`config.mk`:
```
export PLATFORM = sky130hd
export DESIGN_NAME = alu_issue_stage
export DESIGN_NICKNAME = d
export VERILOG_FILES = /design/src/rtl/alu_issue_stage_pkg.sv /design/src/rtl/alu_issue_stage_reg_file.sv /design/src/rtl/alu_issue_stage.sv
export SDC_FILE = /design/constraint.sdc
export NUM_CORES = 1
export LEC_CHECK = 0
export CAP_MARGIN = 25
export CORE_MARGIN = 5
export CORE_UTILIZATION = 30
export DETAILED_ROUTE_END_ITERATION = 8
export PLACE_DENSITY = 0.5
export SLEW_MARGIN = 20
export SYNTH_ARGS = -nofsm -noshare
export SYNTH_HDL_FRONTEND = slang
export SYNTH_SLANG_ARGS = --single-unit
```
`constraint.sdc`:
```
create_clock -name clock -period 11.9 [get_ports clock]
set_input_delay 2.975 -clock clock [delete_from_list [all_inputs] [get_ports clock]]
set_output_delay 2.975 -clock clock [all_outputs]
set_load 0.005 [all_outputs]
```
`src/rtl/alu_issue_stage_pkg.sv`:
```
// Shared widths, register-file geometry and opcode values for the ALU issue slice.
package alu_issue_stage_pkg;

  localparam int DEF_WORD_SIZE   = 16;
  localparam int DEF_OPCODE_SIZE = 4;
  localparam int REG_COUNT       = 8;
  localparam int REG_ADDR_W      = $clog2(REG_COUNT);

  // Opcodes the ALU implements; any other value passes through and yields 0.
  localparam logic [DEF_OPCODE_SIZE-1:0] OP_ADD = 4'd0;
  localparam logic [DEF_OPCODE_SIZE-1:0] OP_SUB = 4'd1;
  localparam logic [DEF_OPCODE_SIZE-1:0] OP_AND = 4'd2;
  localparam logic [DEF_OPCODE_SIZE-1:0] OP_OR  = 4'd3;
  localparam logic [DEF_OPCODE_SIZE-1:0] OP_XOR = 4'd4;
  localparam logic [DEF_OPCODE_SIZE-1:0] OP_SHL = 4'd5;
  localparam logic [DEF_OPCODE_SIZE-1:0] OP_SHR = 4'd6;

endpackage

```
`src/rtl/alu_issue_stage_reg_file.sv`:
```
// Register file: two async read ports plus a debug read port, one sync write port.
// R0 is hardwired to zero; writes addressed to it are dropped.
module reg_file
  import alu_issue_stage_pkg::*;
#(
  parameter int WIDTH = DEF_WORD_SIZE,
  parameter int DEPTH = REG_COUNT,
  parameter int AW    = REG_ADDR_W
) (
  input  logic             clock,
  input  logic             reset,
  input  logic [AW-1:0]    rd_addr1,
  output logic [WIDTH-1:0] rd_data1,
  input  logic [AW-1:0]    rd_addr2,
  output logic [WIDTH-1:0] rd_data2,
  input  logic [AW-1:0]    dbg_addr,
  output logic [WIDTH-1:0] dbg_data,
  input  logic             wr_en,
  input  logic [AW-1:0]    wr_addr,
  input  logic [WIDTH-1:0] wr_data
);

  logic [WIDTH-1:0] regs [DEPTH];

  always_ff @(posedge clock or posedge reset) begin
    if (reset) begin
      for (int i = 0; i < DEPTH; i++) regs[i] <= '0;
    end else if (wr_en && (wr_addr != '0)) begin
      regs[wr_addr] <= wr_data;
    end
  end

  assign rd_data1 = (rd_addr1 == '0) ? '0 : regs[rd_addr1];
  assign rd_data2 = (rd_addr2 == '0) ? '0 : regs[rd_addr2];
  assign dbg_data = (dbg_addr == '0) ? '0 : regs[dbg_addr];

endmodule

```
`src/rtl/alu_issue_stage.sv`:
```
// Issue stage: IDLE->ISSUE->CAPTURE, one instruction per 3 cycles; ALU samples at accept+1, write-back at accept+2.
// instr_ready is high only in IDLE, so an upstream holding instr_valid simply waits.
module alu_issue_stage
  import alu_issue_stage_pkg::*;
#(
  parameter int WORD_SIZE   = DEF_WORD_SIZE,
  parameter int OPCODE_SIZE = DEF_OPCODE_SIZE
) (
  input  logic                   clock,
  input  logic                   reset,
  input  logic                   instr_valid,
  output logic                   instr_ready,
  input  logic [OPCODE_SIZE-1:0] opcode,
  input  logic [REG_ADDR_W-1:0]  rd,
  input  logic [REG_ADDR_W-1:0]  rs1,
  input  logic [REG_ADDR_W-1:0]  rs2,
  input  logic [WORD_SIZE-1:0]   imm,
  input  logic                   use_imm,
  output logic [OPCODE_SIZE-1:0] alu_opcode,
  output logic [WORD_SIZE-1:0]   alu_input1,
  output logic [WORD_SIZE-1:0]   alu_input2,
  output logic                   alu_enable,
  input  logic [WORD_SIZE-1:0]   alu_out,
  output logic                   wb_valid,
  output logic [REG_ADDR_W-1:0]  wb_rd,
  output logic [WORD_SIZE-1:0]   wb_data,
  input  logic [REG_ADDR_W-1:0]  dbg_addr,
  output logic [WORD_SIZE-1:0]   dbg_data
);

  typedef enum logic [1:0] {
    IDLE    = 2'd0,
    ISSUE   = 2'd1,
    CAPTURE = 2'd2
  } state_t;

  state_t                 state;
  logic [REG_ADDR_W-1:0]  rd_q;
  logic [WORD_SIZE-1:0]   rs1_data;
  logic [WORD_SIZE-1:0]   rs2_data;
  logic                   accept;

  assign instr_ready = (state == IDLE);
  assign accept      = instr_valid && instr_ready;

  // alu_enable and wb_valid are registered alongside the state so each is a
  // clean one-cycle pulse; the 3-cycle cadence guarantees a low gap between enables.
  always_ff @(posedge clock or posedge reset) begin
    if (reset) begin
      state      <= IDLE;
      rd_q       <= '0;
      alu_opcode <= '0;
      alu_input1 <= '0;
      alu_input2 <= '0;
      alu_enable <= 1'b0;
      wb_valid   <= 1'b0;
    end else begin
      case (state)
        IDLE: begin
          if (accept) begin
            state      <= ISSUE;
            rd_q       <= rd;
            alu_opcode <= opcode;
            alu_input1 <= rs1_data;
            alu_input2 <= use_imm ? imm : rs2_data;
            alu_enable <= 1'b1;
          end
        end
        ISSUE: begin
          state      <= CAPTURE;
          alu_enable <= 1'b0;
          wb_valid   <= 1'b1;
        end
        CAPTURE: begin
          state    <= IDLE;
          wb_valid <= 1'b0;
        end
        default: begin
          state      <= IDLE;
          alu_enable <= 1'b0;
          wb_valid   <= 1'b0;
        end
      endcase
    end
  end

  assign wb_rd   = wb_valid ? rd_q    : '0;
  assign wb_data = wb_valid ? alu_out : '0;

  reg_file #(
    .WIDTH (WORD_SIZE),
    .DEPTH (REG_COUNT),
    .AW    (REG_ADDR_W)
  ) u_reg_file (
    .clock    (clock),
    .reset    (reset),
    .rd_addr1 (rs1),
    .rd_data1 (rs1_data),
    .rd_addr2 (rs2),
    .rd_data2 (rs2_data),
    .dbg_addr (dbg_addr),
    .dbg_data (dbg_data),
    .wr_en    (wb_valid),
    .wr_addr  (rd_q),
    .wr_data  (alu_out)
  );

endmodule

```
==> results of run 1 <==
## how the worst max path moves through the flow
stage | cells past startpoint | startpoint | end
finish | 7 | dbg_addr[1] | dbg_data[11]
global route | 7 | dbg_addr[1] | dbg_data[12]
CTS | 7 | dbg_addr[1] | dbg_data[11]
detailed placement | 7 | dbg_addr[1] | dbg_data[11]
global placement | 6 | dbg_addr[1] | dbg_data[15]
floorplan | 1 | reset | alu_enable
## layout make-up
type	count	area (um2)	share of cell area [%]
clock buffer	20	456.7	4.186
clock inverter	12	138.9	1.273
inverter	18	72.57	0.6652
multi-input combinational	485	4491	41.16
sequential	155	3879	35.55
tap	384	480.5	4.404
timing repair buffer	141	1391	12.75
## through the flow
| stage | setup slack, ns | std cells | hold WS, ns | total power, mW | util, % |
|---|---|---|---|---|---|
| detailed placement | 3.311 | 1180 | 0.4690 | 1.901 | 35.57 |
| CTS | 3.294 | 1212 | 0.4849 | 2.471 | 37.63 |
| global route | 3.222 | 1215 | 0.5064 | 2.605 | 37.80 |
| global placement | 2.967 | 1179 | 0.4628 | 1.893 | 35.51 |
| floorplan | 4.747 | 721 | 0.4470 | 1.538 | - |
| finish | 3.313 | 1215 | 0.4832 | 2.452 | 37.80 |
## placed cells by master (no fill, tap or decap), types with 3 or more instances in the layout
master / n
buf_4: 13
nand2_1: 41
nor2b_1: 11
clkinvlp_4: 7
dfrtp_1: 155
clkbuf_16: 17
o21ai_0: 16
inv_1: 17
buf_2: 3
mux2_1: 4
inv_6: 3
nand3b_1: 8
o221ai_1: 7
mux2_2: 149
nor2_1: 13
mux2_4: 10
mux4_2: 16
mux2i_1: 54
a221o_1: 8
and3_1: 7
a221oi_1: 35
nand2b_1: 3
and2_1: 20
a21oi_1: 16
o221a_2: 6
a211oi_1: 15
o22ai_1: 15
nand3_1: 3
clkdlybuf4s50_1: 122
a22oi_1: 9
## layer usage
| metal | wire length, um | up-vias | global-route usage [%] |
|---|---|---|---|
| met3 | 1437 | 32 | 3.278 |
| met1 | 12760 | 3352 | 23.25 |
| met5 | 0 | - | 0 |
| met4 | 540 | 0 | 4.743 |
| met2 | 13890 | 189 | 28.51 |
| li1 | - | 2921 | - |
## kinds of logic after synthesis
kind of cell / Yosys count / share of synthesized area [%]
compound gates: 135 / 11.74
buf+inv: 81 / 4.950
flops: 155 / 44.10
mux: 233 / 31.54
simple gates: 117 / 7.681
## power groups by stage
stage	logic [mW]	clock network, mW	registers, mW
after global placement	0.893	0	1.00
after global routing	0.975	0.592	1.04
after CTS	0.903	0.572	0.995
final	0.891	0.559	1.00
after floorplan	0.601	0	0.938
after detailed placement	0.899	0	1.00
## critical path, stage by stage
cell             delay, ns
clkdlybuf4s50_1       0.45
buf_4                 0.49
nor2b_2               0.64
buf_8                 0.24
a221oi_1              0.09
a21oi_1               0.17
clkdlybuf4s50_1       0.53
## sequential cells by signal (all words and copies together) (netlist names)
register	flops
rd_q	3
alu_enable	1
u_reg_file.regs	112
state	2
alu_opcode	4
alu_input1	16
wb_valid	1
alu_input2	16
==> impl_metrics.ini, run 1 <==
[synth]
ys_seq_elements = 155
synth_edf_count = 0
synthCells = 721
synth_ff_type = dfrtp_1
ys_top_cells_by_area = dfrtp_1 44%, mux2_2 19%, mux2i_1 6.1%
avgSynthCellArea_um2 = 12.20
synth_area_leader_cell = dfrtp_1
synth_common_cells = 155 x dfrtp_1, 149 x mux2_2, 54 x mux2i_1
async_reset_ff_share_pct = 100.0
synth.top_cell.area_share_pct = 44.10
netlist_area_um2 = 8796
syn-num-nets = 773
synth_warnings = 0
synth_seq_area_share_pct = 44.10
synth_most_common_cell = dfrtp_1
ys_types = 44

[floorplan]
core_um2 = 28860
initial_core_util_pct = 30.48
die_area_um2 = 32840
ioPinCount = 126
die_w_um = 181.2
die_h_um = 181.2
row_count = 62

[power]
power_density_nw_per_um2 = 224.8
ir_worst_vdd_uv = 102.3
intPower_mw = 1.651
power.share.clock_pct = 22.8
combPwrFrac_pct = 36.3
power.leakage_nw = 4.444
p_sw_share_pct = 32.66
seqPwrFrac_pct = 40.9
p_sw_mw = 0.8010

[finish]
syn_to_final_growth_pct = 24.03
num_antenna_cells = 0
design_area_um2 = 10910
drive_gt1_share_pct = 29.48
fin_nets = 870
nFillCells = 2864

[worst_hold_path]
min_delay_path_depth = 2
hp-class = reg2reg
min_to = alu_input1[14]
hp-start = alu_input1[14]

[outcome]
outcome = finished, final reports clean

[timing]
tightest_slew_ns = 1.086
fin_crit_ns = 8.587
setup_tns_ns = 0
slew_violations = 0
rsz0062_at_grt = no
finalHoldViolations = 0
timing.slew.headroom_pct = 27.55
final.setup_skew_ns = 0.01396
max_freq_mhz = 116.5
period_share_pct = 72.16
finalSetupViolations = 0

[critical_path]
setup.worst_path.start_class = input port
worstPathMaxFanout = 33
r2r-end = u_reg_file.regs[72]
crit_required_ns = 8.93
endpoint_kind = primary output
path_class = in2out
reg2reg_depth = 3
reg2reg_slack_ns = 9.69
cp.arrival_ns = 5.61
reg2reg_from = wb_valid

[route]
drcViolationCount = 0
wl_per_cell_um = 23.56
ant_nets = 0
vias = 6494
vias_per_cell = 5.345
drt_first_pass_iters = 4
first_iter_violations = 461
wl_um = 28630

[clocking]
insertion_delay_ns = 0.43
h-tree-depth = 4
clockBufferDepth = 2
numCtsBuffers = 17
cts.sinks = 155
cts_setup_buffers = 0
cts_hold_buf = 0
clk_pin_slew_ns = 0.07
cts_tree = built
ctsResizeCount = 0
cts-root-buf = clkbuf_16

[placed_design]
gp_congestion = 0.7609
io_buffers = 125
placed_area_um2 = 10260
dp_hpwl_um = 17260

[flow_run]
maxCapViolCount = 0

[global_route]
grt_pass1_wl_um = 43360
grt_use_total_pct = 17.27
grt_max_degree = 103
gr-total-overflow = 0
antenna_found_initial = 1
grt_pass1_vias = 6838
Power figures use the tool's default switching activity.
==> run 2, diff against run 1 <==
--- a/config.mk
+++ b/config.mk
@@ -9,7 +9,7 @@
 export CORE_MARGIN = 5
 export CORE_UTILIZATION = 30
 export DETAILED_ROUTE_END_ITERATION = 8
-export PLACE_DENSITY = 0.5
+export PLACE_DENSITY = 0.52
 export SLEW_MARGIN = 20
 export SYNTH_ARGS = -nofsm -noshare
 export SYNTH_HDL_FRONTEND = slang
==> constraint.sdc (replaced) <==
create_clock -name clock -period 7.2 [get_ports clock]
set_input_delay 1.8 -clock clock [delete_from_list [all_inputs] [get_ports clock]]
set_output_delay 1.8 -clock clock [all_outputs]
set_load 0.005 [all_outputs]
==> run 2 against run 1 <==
Combinational power increased by 65%. First-iteration DRC count is 13% lower. Routed wire length down 0.20%. Setup slack worse by 2.1 ns. Utilization grew 0.19 points. Clock power increased by 77%. Final area grew 0.49%. Global-route usage about the same. Hold slack worse by 0.0067 ns. Critical endpoint is now dbg_data[6]. Largest cell class unchanged. Largest power group unchanged.
==> impl_metrics.ini, run 2 (synthesized netlist as in run 1, its figures left out) <==
[outcome]
outcome = finished, final reports clean

[global_route]
grt_use_total_pct = 17.22
gr-total-overflow = 0
grt_pass1_wl_um = 43190
grt_pass1_vias = 6668
grt_max_degree = 72
antenna_found_initial = 0

[floorplan]
die_area_um2 = 32840
die_h_um = 181.2
ioPinCount = 126
row_count = 62
die_w_um = 181.2
initial_core_util_pct = 30.48
core_um2 = 28860

[clocking]
numCtsBuffers = 17
h-tree-depth = 4
ctsResizeCount = 0
cts_tree = built
cts-root-buf = clkbuf_16
insertion_delay_ns = 0.43
cts_setup_buffers = 0
clk_pin_slew_ns = 0.07
cts.sinks = 155
cts_hold_buf = 0
clockBufferDepth = 2

[timing]
rsz0062_at_grt = no
timing.slew.headroom_pct = 27.84
whs_ns = 0.4764
slew_violations = 0
period_share_pct = 82.93
max_freq_mhz = 167.5
finalHoldViolations = 0
tightest_slew_ns = 1.082
fin_crit_ns = 5.971
final.setup_skew_ns = 0.01137
finalSetupViolations = 0
setup_tns_ns = 0

[route]
drt_first_pass_iters = 5
drcViolationCount = 0
wl_per_cell_um = 23.52
ant_nets = 0
vias = 6408
vias_per_cell = 5.274
wl_um = 28570
first_iter_violations = 402

[power]
seqPwrFrac_pct = 40.3
p_sw_share_pct = 32.00
ir_worst_vdd_uv = 164.7
combPwrFrac_pct = 35.7
power.leakage_nw = 4.484
power_density_nw_per_um2 = 375.6
intPower_mw = 2.800
p_sw_mw = 1.318
power.share.clock_pct = 24.0

[finish]
syn_to_final_growth_pct = 24.64
largest_register_ffs = 112
fin_nets = 870
design_area_um2 = 10960
final_common_cell = dfrtp_1
regMostFlops = u_reg_file.regs
final_cell_mix = 155 x dfrtp_1, 149 x mux2_2, 122 x clkdlybuf4s50_1, 54 x mux2i_1, 41 x nand2_1
drive_gt1_share_pct = 29.48
num_antenna_cells = 0
fin_cells = 1215
biggestRegsByFlops = u_reg_file.regs (112), alu_input1 (16), alu_input2 (16)

[placed_design]
io_buffers = 125
dp_hpwl_um = 17270
gp_congestion = 0.7680
placed_area_um2 = 10260
dp_cells = 1181

[worst_hold_path]
hp-class = reg2reg
min_to = alu_opcode[2]
hp-start = alu_opcode[2]
min_delay_path_depth = 2

[flow_run]
maxCapViolCount = 0

[critical_path]
reg2reg_slack_ns = 4.99
r2r-end = alu_input2[7]
reg2reg_depth = 5
crit_chain = clkdlybuf4s50_1 > buf_4 > nor2b_1 > buf_4 > a221oi_1 > a21oi_1 > clkdlybuf4s50_1
path_class = in2out
reg2reg_from = state[0]
slowest_stage = clkdlybuf4s50_1
cp.arrival_ns = 4.17
cpLargestDelayFamily = buffers and inverters
cp_num_buf_inv = 4
slowest_delay_ns = 0.57
setup.worst_path.start_class = input port
endpoint_kind = primary output
crit_required_ns = 5.40
worstPathMaxFanout = 33
[run 2: worst max path at each step]
stage / end / startpoint / depth (start not counted)
3_5_place_dp: dbg_data[4] / dbg_addr[1] / 7
2_1_floorplan: alu_enable / reset / 1
6_report: dbg_data[6] / dbg_addr[1] / 7
3_3_place_gp: dbg_data[15] / dbg_addr[1] / 7
4_1_cts: dbg_data[4] / dbg_addr[1] / 7
5_1_grt: dbg_data[14] / dbg_addr[1] / 7
[run 2: through the flow]
step / total power, mW / utilization (%) / setup WS [ns]
2_1_floorplan: 2.543 / - / 1.222
3_3_place_gp: 3.123 / 35.56 / 1.214
3_5_place_dp: 3.141 / 35.57 / 1.226
4_1_cts: 4.140 / 37.80 / 1.228
5_1_grt: 4.369 / 37.99 / 1.099
6_report: 4.118 / 37.99 / 1.229
[run 2: power by group through the flow]
stage / clock [mW] / sequential, mW / combinational, mW
2_1_floorplan: 0 / 1.55 / 0.993
3_3_place_gp: 0 / 1.66 / 1.47
3_5_place_dp: 0 / 1.66 / 1.48
4_1_cts: 1.00 / 1.65 / 1.49
5_1_grt: 1.05 / 1.72 / 1.60
6_report: 0.987 / 1.66 / 1.47
[run 2: per-layer routing]
layer	track usage [%]	routed length, um	up-vias	share of wire (%)
li1	-	-	2922	-
met1	23.50	13280	3301	46
met2	28.08	13650	159	48
met3	3.077	1116	26	3.9
met4	5.044	527	0	1.8
met5	0	0	-	0
[run 2: cell type report]
class / count / area, um2
tap: 384 / 480.5
clock inverter: 13 / 191.4
timing repair buffer: 141 / 1399
sequential: 155 / 3879
fill: 2861 / 17890
multi-input combinational: 485 / 4488
clock buffer: 19 / 452.9
inverter: 18 / 72.57
[run 2: tightest hold or removal path, stage by stage, from the launching register on]
cell and delay [ns]:
dfrtp_1 0.34, nand2_1 0.05, nand2_1 0.06
